**src/rtl/imem_load_ctrl.sv**
```systemverilog
// rtl/imem_load_ctrl.sv - instruction memory program loader and core hold control
//
// Loads load_len 32-bit words from a valid/ready host stream into instruction
// memory, then releases the core (RUN) and steers its fetch address onto the
// memory read port. Optional build macro IMEM_CHECKSUM_EN adds a CHECK step that
// compares the mod-2^32 sum of loaded words against exp_sum before RUN.
//
// Ports:
//   clock, reset          - rising-edge clock, synchronous active-high reset
//   start, abort          - begin a load / cancel a load in progress
//   load_len, exp_sum     - word count and expected checksum, sampled at start
//   host_data/valid/ready - program word stream
//   core_pc               - core fetch byte address
//   imem_raddr            - memory read word index (core_pc[31:2] in RUN)
//   imem_waddr/wdata/we   - registered memory write port
//   core_hold             - 1 holds the core in reset/stall
//   busy, done, error     - status; done pulses on every entry to RUN
//   word_count            - words written in the current load

module imem_load_ctrl #(
  parameter int DEPTH = 256
) (
  input  logic        clock,
  input  logic        reset,
  input  logic        start,
  input  logic        abort,
  input  logic [8:0]  load_len,
  input  logic [31:0] host_data,
  input  logic        host_valid,
  output logic        host_ready,
  input  logic [31:0] exp_sum,
  input  logic [31:0] core_pc,
  output logic [31:0] imem_raddr,
  output logic [31:0] imem_waddr,
  output logic [31:0] imem_wdata,
  output logic        imem_we,
  output logic        core_hold,
  output logic        busy,
  output logic        done,
  output logic        error,
  output logic [8:0]  word_count
);

  typedef enum logic [2:0] {
    S_IDLE,
    S_LOAD,
    S_CHECK,
    S_RUN,
    S_ERROR
  } state_t;

  localparam logic [8:0] DEPTH_W = 9'(DEPTH);

  state_t      state;
  logic [8:0]  len_q;
  logic [8:0]  wc_next;
  logic        accept;
  logic        unused_bits;

`ifdef IMEM_CHECKSUM_EN
  logic [31:0] checksum;
  logic [31:0] exp_q;
  assign unused_bits = ^core_pc[1:0];
`else
  assign unused_bits = ^{exp_sum, core_pc[1:0]};
`endif

  assign wc_next = word_count + 9'd1;
  // abort wins over a simultaneous handshake; that word is dropped
  assign accept  = (state == S_LOAD) && host_valid && !abort;

  assign host_ready = (state == S_LOAD);
  assign busy       = (state == S_LOAD) || (state == S_CHECK);
  assign error      = (state == S_ERROR);
  assign core_hold  = (state != S_RUN);
  assign imem_raddr = (state == S_RUN) ? {2'b00, core_pc[31:2]} : 32'd0;

  always_ff @(posedge clock) begin
    if (reset) begin
      state      <= S_IDLE;
      len_q      <= 9'd0;
      word_count <= 9'd0;
      imem_we    <= 1'b0;
      imem_waddr <= 32'd0;
      imem_wdata <= 32'd0;
      done       <= 1'b0;
`ifdef IMEM_CHECKSUM_EN
      checksum   <= 32'd0;
      exp_q      <= 32'd0;
`endif
    end else begin
      imem_we <= 1'b0;
      done    <= 1'b0;
      case (state)
        S_IDLE, S_RUN: begin
          if (start) begin
            if (load_len == 9'd0) begin
              state      <= S_RUN;
              done       <= 1'b1;
              word_count <= 9'd0;
            end else if (load_len > DEPTH_W) begin
              state <= S_ERROR;
            end else begin
              state      <= S_LOAD;
              len_q      <= load_len;
              word_count <= 9'd0;
`ifdef IMEM_CHECKSUM_EN
              checksum   <= 32'd0;
              exp_q      <= exp_sum;
`endif
            end
          end
        end
        S_LOAD: begin
          if (abort) begin
            state <= S_IDLE;
          end else if (accept) begin
            imem_we    <= 1'b1;
            imem_waddr <= {23'd0, word_count};
            imem_wdata <= host_data;
            word_count <= wc_next;
`ifdef IMEM_CHECKSUM_EN
            checksum   <= checksum + host_data;
            if (wc_next == len_q) state <= S_CHECK;
`else
            if (wc_next == len_q) begin
              state <= S_RUN;
              done  <= 1'b1;
            end
`endif
          end
        end
        S_CHECK: begin
`ifdef IMEM_CHECKSUM_EN
          if (abort) begin
            state <= S_IDLE;
          end else if (checksum == exp_q) begin
            state <= S_RUN;
            done  <= 1'b1;
          end else begin
            state <= S_ERROR;
          end
`else
          state <= S_IDLE;
`endif
        end
        S_ERROR: state <= S_ERROR;
        default: state <= S_IDLE;
      endcase
    end
  end

endmodule

```
**config.mk**
```make
export PLATFORM = sky130hd
export DESIGN_NAME = imem_load_ctrl
export DESIGN_NICKNAME = d
export VERILOG_FILES = /design/src/rtl/imem_load_ctrl.sv
export SDC_FILE = /design/constraint.sdc
export NUM_CORES = 1
export LEC_CHECK = 0
export CELL_PAD_IN_SITES_DETAIL_PLACEMENT = 0
export CELL_PAD_IN_SITES_GLOBAL_PLACEMENT = 1
export CORE_MARGIN = 5
export CORE_UTILIZATION = 25
export DETAILED_ROUTE_END_ITERATION = 7
export MAX_ROUTING_LAYER = met4
export PLACE_DENSITY = 0.94
export SYNTH_ARGS = -nofsm -noshare
export SYNTH_HDL_FRONTEND = slang
export SYNTH_SLANG_ARGS = --single-unit
```
**constraint.sdc**
```tcl
create_clock -name clock -period 3.32 [get_ports clock]
set_input_delay 0.664 -clock clock [delete_from_list [all_inputs] [get_ports clock]]
set_output_delay 0.664 -clock clock [all_outputs]
set_load 0.02 [all_outputs]
```
==> results.md <==
* Status: finished clean
* Routed Wire Length at 10100 um
* Area delta synth->final at 62.0%
* Slew @ Worst Pin at 0.703 ns
* Inserted Diodes at 0
* Slew margin rel. at 0.531
* Fin crit period at 2.90 ns
* Avg Vias per Cell at 4.28
* CP Launch Type: flop
* Setup TNS at 0 ns
* Detailed Route Iter0 Violations at 185
* Placed Area at 0.00481 mm2
* R2R Path End: done$_SDFF_PP0_
* Synthesized cell area at approximately 0.0032 mm2
* Placement row count at 41
* Reg clk slew, reported paths at 0.05 ns
* Synth Register Bits at 64
* Number of setup buffers added after CTS at 0
* Flip-flop and latch area at 0.00128 mm2
* Vias post-DR at 3136
* RePlAce Congestion at 0.851
* Adder-cell share of the synthesized area at 0.0118
* Worst Setup EP: imem_raddr[9]
* Commonest non-fill, non-tap cell in the layout: clkdlybuf4s50_1
* Initial DRT Pass Iterations at 4
* Worst r2r src: word_count[0]$_SDFFE_PP0P_
* Synth warn at 0
* Crit path max-delay family: buffers and inverters
* Clk Latency, worst-skew pair at 0.32 ns
* CTS tree: done
* WL/cell at 13.7 um
* Skew final at 0.00351 ns
* CP Data Required Time at 2.66 ns
* Starting density of the core at 0.254
* H-tree Lvls at 3
* Nets at 669
* Initial antenna violation count at 0
* Clock buffer depth at 2
* Synth Area in XOR/XNOR at 0.0299
* Die H at 123 um
* Tcrit/Tclk final at 0.875
* Setup crit end kind: output port
* Hold Buf Count CTS at 0
* Post-Synthesis Cells at between 400 and 500
* First-pass GRT wire length at 15300 um
* Min-delay worst type: flop to flop
* Largest net degree at the start of global routing at 61
* CP arrival at roughly 2.2 ns
* Most frequent cells in the layout: clkdlybuf4s50_1, nand2_1, dfxtp_1
* ANT nets after route at 0
* Count of input and output buffers at 161
* Post-synth EDFFs at 0
* Number of global-route vias before repair at 2955
* CP Class: flop to output port
* Final core occ at 0.411
* Post-synthesis compound-gate area fraction at 0.167
* Post-synthesis mux area share at 0.00433
* Synth Flop Type: dfxtp_1
* Share of layout cells above drive strength 1 at 0.0713
* Fmax at 0.344 GHz
* Slew Viols, Final at 0
* Crit path launch: state[1]$_SDFFE_PP0P_
* Crit path largest cell delay at 0.62 ns
* Sequential area share after synthesis at 0.403
* # clock sinks at 64
* Endpoints failing setup at 0
* Cell leakage power at 1.81 nW
* Multi-input gate area at 0.00165 mm2
* Post-Layout Inst Area at 0.00514 mm2
* Buf/Inv on CP at 3
* FF-to-FF path depth at 6
* Congestion Overflow GR at 0
* CP Cell Sequence: inv_1 -> nor3b_2 -> buf_4 -> and2_1 -> clkdlybuf4s50_1
* Main combinational cell family by area after synthesis: simple AND/OR/NAND/NOR gates
* Reg2Reg Setup Slack at ~1.3 ns
* TritonCTS buffer count at 9
* Synth Area per Inst at roughly 8 um2
* I/O pin cnt at 221
* # fillers at 1296
* CP Max Fanout at 31
* Asr flop ratio synth at 0
* Slowest-stage cell, CP: clkdlybuf4s50_1
* Max-cap viol count at 0
* DP Wirelength at about 7600 um
* GRT Total Usage at 0.134
* Core Area at ~0.013 mm2
* RSZ-0062 raised after global routing: false
* PwrDens at 411 mW/mm2
* Final Hold Vio Count at 0
* Root Driver: clkbuf_16
* PostCTS Resize Cnt at 0
* Synth Area in Simple Gates at 0.274
* Die width at between 100 and 150 um
* DRC viols at 0
* Critical Path Stages at 5
* Peak supply drop at 186 uV
* Distinct cell type count after synthesis at 41
* Die ar. at 0.0151 mm2
per-stage QoR:
step	setup WS [ns]	hold slack (ns)	total power, mW	cells
2_1_floorplan	1.26	0.448	0.971	432
3_5_place_dp	0.663	0.446	1.09	717
5_1_grt	0.290	0.465	2.21	733
3_3_place_gp	0.697	0.441	1.08	717
6_report	0.416	0.452	2.12	733
4_1_cts	0.389	0.454	2.16	733
layer usage:
| layer | GRT usage | part of all wire | up-vias | routed length [um] |
|---|---|---|---|---|
| li1 | - | - | 1592 | - |
| met1 | 0.161 | 0.43 | 1437 | 4300 |
| met2 | 0.220 | 0.51 | 84 | 5080 |
| met3 | 0.0263 | 0.047 | 23 | 469 |
| met4 | 0.0553 | 0.021 | 0 | 210 |
| met5 | - | 0 | - | 0 |
kinds of logic (layout without fill, tap and decap cells):
group / Yosys count / after routing
mux: 1 / 1
fa+ha+maj: 3 / 3
other cells: 1 / 25
flops: 64 / 64
xor+xnor: 10 / 10
compound gates: 85 / 85
simple gates: 186 / 186
buf+inv: 58 / 187
report_power, final:
group / internal, mW / switching, mW / leakage, nW
clock network: 0.719 / 0.325 / 0.163
logic: 0.135 / 0.135 / 1.13
registers: 0.787 / 0.0156 / 0.517
total: 1.64 / 0.475 / 1.81
flip-flops by register name (all words and copies together), names as in the netlist:
name and cells:
word_count 9, len_q 9, imem_waddr 9, imem_wdata 32, imem_we 1, state 3
done 1
how the worst min path moves through the flow:
| stage | from | endpoint | slack (ns) | depth (start not counted) |
|---|---|---|---|---|
| after global placement | imem_wdata[2]$_SDFFE_PP0P_ | imem_wdata[2]$_SDFFE_PP0P_ | 0.44 | 2 |
| final | imem_wdata[30]$_SDFFE_PP0P_ | imem_wdata[30]$_SDFFE_PP0P_ | 0.45 | 2 |
| after CTS | imem_wdata[30]$_SDFFE_PP0P_ | imem_wdata[30]$_SDFFE_PP0P_ | 0.45 | 2 |
| after detailed placement | imem_wdata[30]$_SDFFE_PP0P_ | imem_wdata[30]$_SDFFE_PP0P_ | 0.45 | 2 |
| after global routing | imem_wdata[27]$_SDFFE_PP0P_ | imem_wdata[27]$_SDFFE_PP0P_ | 0.46 | 2 |
| after floorplan | len_q[4]$_SDFFE_PP0P_ | len_q[4]$_SDFFE_PP0P_ | 0.45 | 2 |
cells in the mapped netlist (all sizes together), types with 3 or more instances:
library cell	n	area share
nand3	6	0.0095
buf	40	0.087
a211oi	4	0.011
clkbuf	13	0.015
inv	5	0.0059
and3	4	0.0079
nand4	3	0.0059
ha	3	0.012
and2	33	0.065
dfxtp	64	0.40
o21ai	8	0.013
a311oi	7	0.031
xor2	5	0.016
xnor2	5	0.014
nand2	113	0.13
nor2	13	0.019
nand2b	3	0.0059
a21oi	59	0.093
cell type report:
class / count / share of cell area
well taps: 172 / 0.0418
multi-input cells: 310 / 0.321
inverters: 5 / 0.00365
flip-flops and latches: 64 / 0.249
clock inverters: 2 / 0.0117
clock buffers: 14 / 0.0533
repair buffers: 166 / 0.320
worst reg2reg max path: stages, from the launching register on:
cell and delay [ns]:
dfxtp_1 0.51, ha_1 0.31, and3_1 0.28, nand4_1 0.16, a2111oi_2 0.40, o2111ai_1 0.21, o21ai_1 0.11
(Power assumes the default switching activity.)
